`src/rtl/sprite_loader_if.sv`:
```
`default_nettype none
// ============================================================================
// Module      : sprite_loader_if
// Description : Bundle of the sprite loader's frame strobe, byte stream,
//               front-bank read port and status flags.
//               master - producer of bytes / renderer reading rows
//               slave  - the sprite loader itself
//   frame    : one-cycle pulse at start of vertical blanking
//   in_data  : bitmap byte
//   in_valid : in_data valid
//   in_ready : loader accepts a byte this cycle
//   rd_row   : front-bank row address
//   rd_data  : registered front-bank row, MSB = leftmost pixel
//   pending  : complete image waiting in the back bank
//   loaded   : front bank holds a valid image
//   swap     : one-cycle pulse, banks exchanged
// Revision    : 1.0 - initial release
// ============================================================================
interface sprite_loader_if #(
  parameter int SPR_WIDTH  = 8,
  parameter int SPR_HEIGHT = 8
);
  localparam int ROW_W = $clog2(SPR_HEIGHT);

  logic                 frame;
  logic [7:0]           in_data;
  logic                 in_valid;
  logic                 in_ready;
  logic [ROW_W-1:0]     rd_row;
  logic [SPR_WIDTH-1:0] rd_data;
  logic                 pending;
  logic                 loaded;
  logic                 swap;

  modport master (
    output frame, in_data, in_valid, rd_row,
    input  in_ready, rd_data, pending, loaded, swap
  );

  modport slave (
    input  frame, in_data, in_valid, rd_row,
    output in_ready, rd_data, pending, loaded, swap
  );
endinterface
`default_nettype wire

```
`src/rtl/sprite_loader.sv`:
```
`default_nettype none
// ============================================================================
// Module      : sprite_loader
// Description : Double-buffered sprite bitmap memory. A valid/ready byte
//               stream is assembled into rows and written to the back bank;
//               the banks exchange only on a frame pulse once a full image
//               is waiting, so the renderer never sees a half-written sprite.
// Ports       : clk - pixel clock
//               rst - synchronous active-high reset
//               bus - sprite_loader_if.slave (stream in, row read out, flags)
// Revision    : 1.0 - initial release
// ============================================================================
module sprite_loader #(
  parameter int SPR_WIDTH  = 8,
  parameter int SPR_HEIGHT = 8
) (
  input  wire logic       clk,
  input  wire logic       rst,
  sprite_loader_if.slave  bus
);

  localparam int BPR    = SPR_WIDTH / 8;
  localparam int ROW_W  = $clog2(SPR_HEIGHT);
  localparam int BYTE_W = (BPR > 1) ? $clog2(BPR) : 1;

  localparam logic [BYTE_W-1:0] LAST_BYTE = BYTE_W'(BPR - 1);
  localparam logic [ROW_W-1:0]  LAST_ROW  = ROW_W'(SPR_HEIGHT - 1);

  typedef enum logic [0:0] {
    ST_LOAD = 1'b0,
    ST_PEND = 1'b1
  } state_t;

  state_t               state;
  state_t               state_nxt;

  logic [BYTE_W-1:0]    byte_cnt;
  logic [ROW_W-1:0]     row_cnt;
  logic                 bank_sel;
  logic                 loaded;
  logic                 swap;
  logic [SPR_WIDTH-1:0] rd_data;

  logic                 in_ready;
  logic                 pending;
  logic                 accept;
  logic                 swap_now;
  logic                 row_done;
  logic                 image_done;
  logic [SPR_WIDTH-1:0] row_word;
  logic [SPR_WIDTH-1:0] front_row;

  // Bank RAMs carry no reset; loaded=0 hides whatever they power up with.
  logic [SPR_WIDTH-1:0] bank0 [SPR_HEIGHT];
  logic [SPR_WIDTH-1:0] bank1 [SPR_HEIGHT];

  assign row_done   = (byte_cnt == LAST_BYTE);
  assign image_done = row_done && (row_cnt == LAST_ROW);

  // --------------------------------------------------------------------------
  // Row assembly. Earlier bytes of a row sit in a shift register; the final
  // byte is concatenated directly so the full row is written on the edge
  // that accepts it, with no extra pipeline stage.
  // --------------------------------------------------------------------------
  generate
    if (BPR > 1) begin : g_multi_byte
      logic [SPR_WIDTH-9:0] row_shift;

      always_ff @(posedge clk) begin
        if (rst) begin
          row_shift <= '0;
        end else if (accept) begin
          row_shift <= row_word[SPR_WIDTH-9:0];
        end
      end

      assign row_word = {row_shift, bus.in_data};
    end else begin : g_single_byte
      assign row_word = bus.in_data;
    end
  endgenerate

  // --------------------------------------------------------------------------
  // FSM state register
  // --------------------------------------------------------------------------
  always_ff @(posedge clk) begin
    if (rst) begin
      state <= ST_LOAD;
    end else begin
      state <= state_nxt;
    end
  end

  // --------------------------------------------------------------------------
  // FSM next state and outputs. in_ready is gated by rst directly so no byte
  // can slip in while reset is held. A frame seen in LOAD is ignored, which
  // also covers the last byte landing on the same edge as a frame pulse.
  // --------------------------------------------------------------------------
  always_comb begin
    state_nxt = state;
    in_ready  = 1'b0;
    pending   = 1'b0;
    accept    = 1'b0;
    swap_now  = 1'b0;
    case (state)
      ST_LOAD: begin
        in_ready = !rst;
        accept   = !rst && bus.in_valid;
        if (accept && image_done) begin
          state_nxt = ST_PEND;
        end
      end
      ST_PEND: begin
        pending = 1'b1;
        if (bus.frame) begin
          swap_now  = 1'b1;
          state_nxt = ST_LOAD;
        end
      end
      default: begin
        state_nxt = ST_LOAD;
      end
    endcase
  end

  // --------------------------------------------------------------------------
  // Byte / row counters. Both return to zero when the image completes so the
  // next load after a swap starts at row 0 byte 0.
  // --------------------------------------------------------------------------
  always_ff @(posedge clk) begin
    if (rst) begin
      byte_cnt <= '0;
      row_cnt  <= '0;
    end else if (accept) begin
      if (row_done) begin
        byte_cnt <= '0;
        row_cnt  <= image_done ? '0 : row_cnt + ROW_W'(1);
      end else begin
        byte_cnt <= byte_cnt + BYTE_W'(1);
      end
    end
  end

  // --------------------------------------------------------------------------
  // Back-bank write: always the bank not named by bank_sel.
  // --------------------------------------------------------------------------
  always_ff @(posedge clk) begin
    if (accept && row_done) begin
      if (bank_sel) begin
        bank0[row_cnt] <= row_word;
      end else begin
        bank1[row_cnt] <= row_word;
      end
    end
  end

  // --------------------------------------------------------------------------
  // Bank select, status flags and registered front-bank read. rd_data uses
  // the pre-edge bank_sel/loaded, so the new bank shows from the edge after
  // the swap.
  // --------------------------------------------------------------------------
  assign front_row = bank_sel ? bank1[bus.rd_row] : bank0[bus.rd_row];

  always_ff @(posedge clk) begin
    if (rst) begin
      bank_sel <= 1'b0;
      loaded   <= 1'b0;
      swap     <= 1'b0;
      rd_data  <= '0;
    end else begin
      swap    <= swap_now;
      rd_data <= loaded ? front_row : '0;
      if (swap_now) begin
        bank_sel <= ~bank_sel;
        loaded   <= 1'b1;
      end
    end
  end

  assign bus.in_ready = in_ready;
  assign bus.pending  = pending;
  assign bus.loaded   = loaded;
  assign bus.swap     = swap;
  assign bus.rd_data  = rd_data;

endmodule
`default_nettype wire
```
`src/flat_wrapper.sv`:
```
// flat-port wrapper written by rule: the top's interface ports become plain ports
module sprite_loader_flat 
#(
  parameter int SPR_WIDTH  = 8,
  parameter int SPR_HEIGHT = 8
)
  (clk, rst, bus_frame, bus_in_data, bus_in_valid, bus_rd_row, bus_in_ready, bus_rd_data, bus_pending, bus_loaded, bus_swap);
  sprite_loader_if #(.SPR_WIDTH(SPR_WIDTH), .SPR_HEIGHT(SPR_HEIGHT)) bus_i ();
  input  wire logic clk;
  input  wire logic rst;
  input wire logic [$bits(bus_i.frame)-1:0] bus_frame;
  input wire logic [$bits(bus_i.in_data)-1:0] bus_in_data;
  input wire logic [$bits(bus_i.in_valid)-1:0] bus_in_valid;
  input wire logic [$bits(bus_i.rd_row)-1:0] bus_rd_row;
  output wire logic [$bits(bus_i.in_ready)-1:0] bus_in_ready;
  output wire logic [$bits(bus_i.rd_data)-1:0] bus_rd_data;
  output wire logic [$bits(bus_i.pending)-1:0] bus_pending;
  output wire logic [$bits(bus_i.loaded)-1:0] bus_loaded;
  output wire logic [$bits(bus_i.swap)-1:0] bus_swap;
  assign bus_i.frame = bus_frame;
  assign bus_i.in_data = bus_in_data;
  assign bus_i.in_valid = bus_in_valid;
  assign bus_i.rd_row = bus_rd_row;
  assign bus_in_ready = bus_i.in_ready;
  assign bus_rd_data = bus_i.rd_data;
  assign bus_pending = bus_i.pending;
  assign bus_loaded = bus_i.loaded;
  assign bus_swap = bus_i.swap;
  sprite_loader #(.SPR_WIDTH(SPR_WIDTH), .SPR_HEIGHT(SPR_HEIGHT)) u_core (.clk(clk), .rst(rst), .bus(bus_i));
endmodule
```
`config.mk`:
```
export PLATFORM = sky130hd
export DESIGN_NAME = sprite_loader_flat
export DESIGN_NICKNAME = d
export VERILOG_FILES = /design/src/rtl/sprite_loader_if.sv /design/src/rtl/sprite_loader.sv /design/src/flat_wrapper.sv
export SDC_FILE = /design/constraint.sdc
export NUM_CORES = 1
export LEC_CHECK = 0
export BUFFER_PORTS_ARGS = -buffer_cell sky130_fd_sc_hd__buf_2
export CORE_UTILIZATION = 50
export CTS_CLUSTER_SIZE = 20
export DETAILED_ROUTE_END_ITERATION = 8
export PLACE_DENSITY = 0.64
export SLEW_MARGIN = 40
export SYNTH_ARGS = -nofsm -noshare
export SYNTH_HDL_FRONTEND = slang
export SYNTH_SLANG_ARGS = --single-unit
export TNS_END_PERCENT = 5
```
`constraint.sdc`:
```
create_clock -name clk -period 3.28 [get_ports clk]
set_input_delay 0.328 -clock clk [delete_from_list [all_inputs] [get_ports clk]]
set_output_delay 0.328 -clock clk [all_outputs]
set_load 0.02 [all_outputs]
```
# After elaboration in Yosys (flattened, before gate mapping)
# Memory sizes are Yosys's and may differ from the RTL's.
# Index checks and enable logic that the tools add are counted.
[word_totals]
mem_bits_rw = 128
register_bits = 16
inputBits = 15
output_inout_bits = 12
mem_count = 2
word_cells = 40
[op_classes]
n_bitwise = 4
n_mux = 17
n_reduce_logical = 7
add_sub_neg = 2
eq_ne = 1
[mem_list]
columns = ["name", "words", "width", "read_ports", "rd_clocked_by_memory_dff", "wr", "line", "text"]
rows = [
  ["u_core.bank0", 8, 8, 1, 0, 1, "sprite_loader.sv:54", "logic [SPR_WIDTH-1:0] bank0 [SPR_HEIGHT];"],
  ["u_core.bank1", 8, 8, 1, 0, 1, "sprite_loader.sv:55", "logic [SPR_WIDTH-1:0] bank1 [SPR_HEIGHT];"],
]
[op_table]
columns = ["op", "count"]
rows = [
  ["$mux 1", 14],
  ["$mux 8", 1],
  ["$logic_and 1x1->1", 4],
  ["$not 1->1", 4],
  ["$add 3x1->3 const B", 1],
  ["$eq 3x3->1 const B", 1],
  ["$mux 3", 1],
  ["$pmux 1 s2", 1],
  ["$reduce_and 2->1", 1],
  ["$reduce_or 2->1", 1],
  ["$add 1x1->1 const B", 1],
  ["$logic_not 1->1", 1],
]

# Logic depth before layout (Yosys ltp)
# Gate-level depths: netlist (run 1).
[logic_depth]
word_depth = 6
depth_mapped = 7
mapped_depth_nobuf = 5

# Worst setup path after synthesis (run 1)
# OpenSTA, ideal clock, no wires.
[synth_timing]
kind = "register -> register"
start = "register u_core.state"
end = "memory u_core.bank1[0][0], enable pin"
setup_ns = 0.383
arrival_ns = 1.745
synth_period_minus_slack_ns = 2.128
required_ns = 2.897
stages_incl_launch_ff = 5
path_buffers = 1
setup_slack_ns = 1.152
path_cell_list = "dfxtp_1 nand2b_1 buf_2 or4_4 nor3_1"
[synth_between]
elab_chain_len = 4
[synth_rtl]
columns = ["item", "line", "text"]
rows = [
  ["start, declared", "sprite_loader.sv:34", "state_t state;"],
  ["start signal, assigned", "sprite_loader.sv:90", "state <= state_nxt;"],
  ["$mux 1", "sprite_loader.sv:105", "case (state)"],
  ["$logic_and 1x1->1", "sprite_loader.sv:148", "if (accept && row_done) begin"],
  ["$mux 1", "sprite_loader.sv:148", ""],
  ["$mux 1 (implied by the code)", "sprite_loader.sv:152", "bank1[row_cnt] <= row_word;"],
  ["end, declared", "sprite_loader.sv:55", ""],
]
# No other way between the ends.

# Final worst setup path (run 1)
[layout_timing]
start = "register u_core.state"
end = "memory u_core.bank1[5][6], enable pin"
# The elaborated chain is that of the path after synthesis.

==> flow_summary.ini, run 1 <==
[global_routing]
grt_start_max_net_pins = 41
antenna_found_initial = 0
grtUsageTotal = 0.214
grt_pass1_wl_mm = 16.8
grt_overflow_total = 0
grt_pass1_vias = 2855

[power]
powerDensity_nw_per_um2 = 606
cellLeakagePower_nw = 2.22
p_int_mw = 3.03
p_comb_frac = 0.039
seqPwrFrac = 0.526
ir_drop_mv = 0.303
pwr-share-clk = 0.435
netSwitchingPower_uw = 776
p_sw_frac = 0.204
total_power_mw = 3.80

[worst_setup_path]
r2r-start = u_core.state
rr_worst_depth = 3
end_kind = register
startpoint_type = register
critPathArrivalTime_ns = 2.24
rrSetupSlack_ns = 1.19
critPathKind = register to register
cp_max_fo = 8
r2r-end = u_core.bank1[5][6]
required_ns = 3.43

[cts]
clock_latency_ns = 0.53
clk_pin_slew_ns = 0.06
cts_setup_buffers = 0
cts_buffers = 17
clockBufferDepth = 2
cts_tree = built
cts_hold_buf = 0
ctsRootBufferMaster = clkbuf_8
clock_sinks = 143
cts_resized = 0
cts-htree-levels = 4

[sta]
hold_viol = 0
worst_slew_pin_slew_ns = 0.801
slew_viol_final = 0
rsz0062_at_grt = no
fin_tns_setup_ns = 0
finalCriticalPeriod_ns = 2.09
fin_skew_ns = 0.00891
min_period_over_period = 0.636
fin_ws_ns = 1.19
slew_headroom = 0.464
setup_viol = 0
hold-worst-slack_ns = 0.0930
fmax_ghz = 0.479

[finish]
diodes = 0
final_common_cell = edfxtp_1
fill_cells = 850
regArea_um2 = 4140
stdcell_area_um2 = 6280
drive_above_1_share = 0.195
multi_input_area_um2 = 1290
nets = 370
final_cell_mix = edfxtp_1 (128), mux2i_1 (49), buf_2 (25)
area_growth_pct = 13.2

[detailed_routing]
avgViaCountPerCell = 5.66
drtIter0Drc = 168
vias = 2859
ant_nets = 0
wire_per_inst_um = 22.2
first_pass_iters = 4
drc = 0
wl_mm = 11.2

[synthesis]
netlist_instances = 318
synth_area_per_cell_um2 = 17.4
yosysSeqAreaShare = 0.747
synth_seq_cells = 143
ys.flop_type = edfxtp_1
synth_cell_types = 28
synth-edff-count = 128
ys_warn_count = 0
post_synth_instance_area_um2 = 5550
syn_nets = 335
postSynth.asyncResetShare = 0

[worst_hold_path]
whs_path_depth = 3
min-delay-start = bus_frame
hold_class = primary input to register
min_to = u_core.state

[placed_design]
place_hpwl_mm = 7.13
port-buffer-count = 26
routabilityCongestion = 0.769
post-place-ws_ns = 1.18
dpl_cell_area_um2 = 5780

[floorplanning]
dieWidth_um = 107
die_h_um = 107
rows = 38
core-area_um2 = 10800
io_pins = 27
initial_core_util = 0.512
fp.dieArea_um2 = 11500

[flow_run]
maxCapViolations = 0

[run_status]
outcome = completed
-- synthesized netlist by cell type, types with 2 or more instances --
library cell  count  area (um2)
a22oi_1          24         180
a21oi_1           2        10.0
nor2b_1           2        12.5
edfxtp_1        128        3840
nand3_1          14        70.1
buf_4             3        22.5
nand2b_1          8        50.1
clkbuf_1          5        18.8
nand2_1          11        41.3
mux2i_1          49         490
ha_1              2        25.0
nor3_1            4        20.0
dfxtp_1          15         300
nor2_1           23        86.3
buf_2             3        15.0
or4_4             2        22.5
buf_12            3        60.1
o211ai_1          4        30.0
mux4_2            7         158
-- power by group through the flow --
stage / combinational (mW) / clock [mW] / sequential, mW
2_1_floorplan: 0.0985 / 0 / 2.04
3_3_place_gp: 0.147 / 0 / 2.04
3_5_place_dp: 0.151 / 0 / 2.04
4_1_cts: 0.152 / 1.67 / 2.00
5_1_grt: 0.160 / 1.74 / 2.00
6_report: 0.149 / 1.65 / 2.00
-- worst max-delay path by stage --
stage / cells past startpoint / startpoint / end
floorplan: 4 / u_core.state / u_core.bank1[0][0]
global placement: 4 / bus_in_valid / u_core.bank1[1][2]
detailed placement: 3 / u_core.state / u_core.bank1[5][5]
CTS: 3 / u_core.state / u_core.bank1[5][0]
global route: 3 / u_core.state / u_core.bank0[1][4]
finish: 3 / u_core.state / u_core.bank1[5][6]
-- logic make-up (layout without fill, tap and decap cells) --
kind of cell	count (synthesis)	in the layout	synth area share
XOR/XNOR	1	1	0.00158
adder cells (fa/ha/maj)	2	2	0.00451
AND/OR/NAND/NOR	67	67	0.0589
flip-flops	143	143	0.747
AO/OA/AOI/OAI	31	31	0.0406
multiplexers	58	58	0.124
buffers and inverters	16	63	0.0237
-- state kept, by name (all words and copies together), names as in the netlist --
signal              flops
u_core.bus.rd_data      8
u_core.bus.loaded       1
u_core.bank_sel         1
u_core.row_cnt          3
u_core.bank0           64
u_core.bus.swap         1
u_core.bank1           64
u_core.state            1
-- cell type report --
class                   count  share of cell area
flip-flops and latches    143               0.660
multi-input cells         159               0.205
clock buffers              21              0.0683
well taps                 140              0.0279
repair buffers             31              0.0271
clock inverters            10              0.0116
inverters                   1            0.000598
-- metal layers --
layer | part of all wire | routed length, um | vias up | track usage
met5 | 0 | 0 | - | 0
met4 | 0.016 | 181 | 0 | 0.0832
met3 | 0.048 | 539 | 18 | 0.0533
met2 | 0.48 | 5410 | 68 | 0.333
met1 | 0.45 | 5080 | 1459 | 0.292
li1 | - | - | 1314 | -
-- stage by stage --
| stage | cells | util |
|---|---|---|
| final | 505 | 0.579 |
| after global placement | 474 | 0.532 |
| after detailed placement | 474 | 0.533 |
| after CTS | 505 | 0.579 |
| after floorplan | 318 | - |
| after global routing | 505 | 0.579 |
-- worst max-delay path, stage by stage, from the launching register on --
cell,delay [ns]
dfxtp_1,0.34
nand2b_1,0.28
or4_4,0.49
nor2_1,0.60
Note: power is estimated with default switching activity, not from simulation.
==> run 2: changes to the inputs <==
--- a/config.mk
+++ b/config.mk
@@ -9,7 +9,7 @@
 export CORE_UTILIZATION = 50
 export CTS_CLUSTER_SIZE = 20
 export DETAILED_ROUTE_END_ITERATION = 8
-export PLACE_DENSITY = 0.64
+export PLACE_DENSITY = 0.67
 export SLEW_MARGIN = 40
 export SYNTH_ARGS = -nofsm -noshare
 export SYNTH_HDL_FRONTEND = slang
==> constraint.sdc (replaced) <==
create_clock -name clk -period 1.7 [get_ports clk]
set_input_delay 0.17 -clock clk [delete_from_list [all_inputs] [get_ports clk]]
set_output_delay 0.17 -clock clk [all_outputs]
set_load 0.02 [all_outputs]
==> run 2 against run 1 <==
The flow now finishes with violations (setup timing). Critical path type unchanged. Combinational power up 120%. Hold slack worse by 0.074 ns. Flip-flop and latch count did not move.
==> flow_summary.ini, run 2 (same netlist as run 1, synthesis figures left out) <==
[detailed_routing]
wire_per_inst_um = 21.0
wl_met1_mm = 4.93
wl_met3_um = 748
maxUsedRoutingLayer = met4
first_pass_iters = 5
vias = 3037
avgViaCountPerCell = 5.62
wl_mm = 11.3
ant_nets = 0
drtIter0Drc = 208
wl_met2_mm = 5.36
drc = 0

[worst_setup_path]
end_kind = register
startpoint_type = register
required_ns = 1.87
critPathArrivalTime_ns = 1.89
critPathKind = register to register
cp_max_fo = 8

[finish]
final_cell_mix = edfxtp_1 (128), mux2i_1 (49), buf_4 (36)
area_growth_pct = 19.5
regArea_um2 = 4150
fill_cells = 806
nets = 404
drive_above_1_share = 0.288
diodes = 0
reg_top3 = u_core.bank0: 64 flops, u_core.bank1: 64 flops, u_core.bus.rd_data: 8 flops
stdcell_area_um2 = 6630
final_common_cell = edfxtp_1
multi_input_area_um2 = 1330

[power]
total_power_mw = 7.42
cellLeakagePower_nw = 2.43
ir_drop_mv = 0.644
powerDensity_nw_per_um2 = 1120

[sta]
setup_viol = 8
rsz0062_at_grt = yes
hold_viol = 0
fin_tns_setup_ns = -0.144
min_period_over_period = 1.01
fmax_ghz = 0.581
fin_skew_ns = 0.00598
hold-worst-slack_ns = 0.0194
fin_ws_ns = -0.0213
worst_slew_pin_slew_ns = 0.463
finalCriticalPeriod_ns = 1.72
slew_headroom = 0.690
slew_viol_final = 0

[cts]
clk_pin_slew_ns = 0.06
clock_sinks = 143
cts_buffers = 17
clock_latency_ns = 0.52
ctsRootBufferMaster = clkbuf_8
cts_tree = built
clockBufferDepth = 2
cts-htree-levels = 4

[placed_design]
routabilityCongestion = 0.830
place_hpwl_mm = 7.50
port-buffer-count = 26
dpl_cell_area_um2 = 6060

[floorplanning]
io_pins = 27
fp.dieArea_um2 = 11500
initial_core_util = 0.512
rows = 38
dieWidth_um = 107
die_h_um = 107
core-area_um2 = 10800

[global_routing]
grt_pass1_vias = 3114
antenna_found_initial = 0
grt_overflow_total = 0
grt_pass1_wl_mm = 17.5
grt_start_max_net_pins = 22
grtUsageTotal = 0.221

[run_status]
failed_checks = setup timing
outcome = complete, but fails checks

[worst_hold_path]
hold_class = primary input to register

[flow_run]
maxCapViolations = 0
==> run 2: report_power, final <==
part	switching, mW	leakage [nW]	total (mW)	internal (mW)
combinational	0.201	0.887	0.327	0.126
sequential	0.0112	1.28	3.86	3.85
clock	1.29	0.263	3.24	1.95
==> run 2: path summary, 6_finish.rpt <==
path | from | endpoint | slack (ns) | cells past startpoint
worst max-delay path | u_core.state | u_core.bank1[0][0] | -0.02 | 3
worst min-delay path | bus_in_valid | u_core.state | 0.02 | 4
worst max register to register | u_core.state | u_core.bank1[0][0] | -0.02 | 3
worst min register to register | u_core.bus.loaded | u_core.bus.loaded | 0.53 | 2
==> run 2: final cells by class <==
type,instances,share of cell area
Tap cell,140,0.0264
Inverter,1,0.000566
Timing Repair Buffer,65,0.0687
Clock inverter,9,0.0106
Sequential cell,143,0.626
Clock buffer,23,0.0674
Multi-Input combinational cell,159,0.200
==> run 2: what timing repair did <==
action	CTS	global route
cloned	0	0
setup endpoints to repair	24	32
resized for setup	1	3
hold buffers	2	0
setup buffers	2	0
pin swaps	1	1
hold endpoints to repair	4	0
==> run 2: layer usage <==
metal,up-vias,GRT usage
met2,114,0.341
met1,1513,0.292
met3,23,0.0630
met4,0,0.104
li1,1387,-
met5,-,0
==> run 2: critical path, stage by stage, from the launching register on <==
cell      delay, ns
dfxtp_4        0.34
nand2b_4       0.15
or4_4          0.48
nor3_4         0.39
==> run 2: metrics by stage <==
step	utilization	instances	setup WS, ns
3_5_place_dp	0.559	504	-0.0578
4_1_cts	0.611	540	-0.0177
2_1_floorplan	-	318	-0.0143
3_3_place_gp	0.559	504	0.0232
6_report	0.612	540	-0.0213
5_1_grt	0.612	540	-0.0666
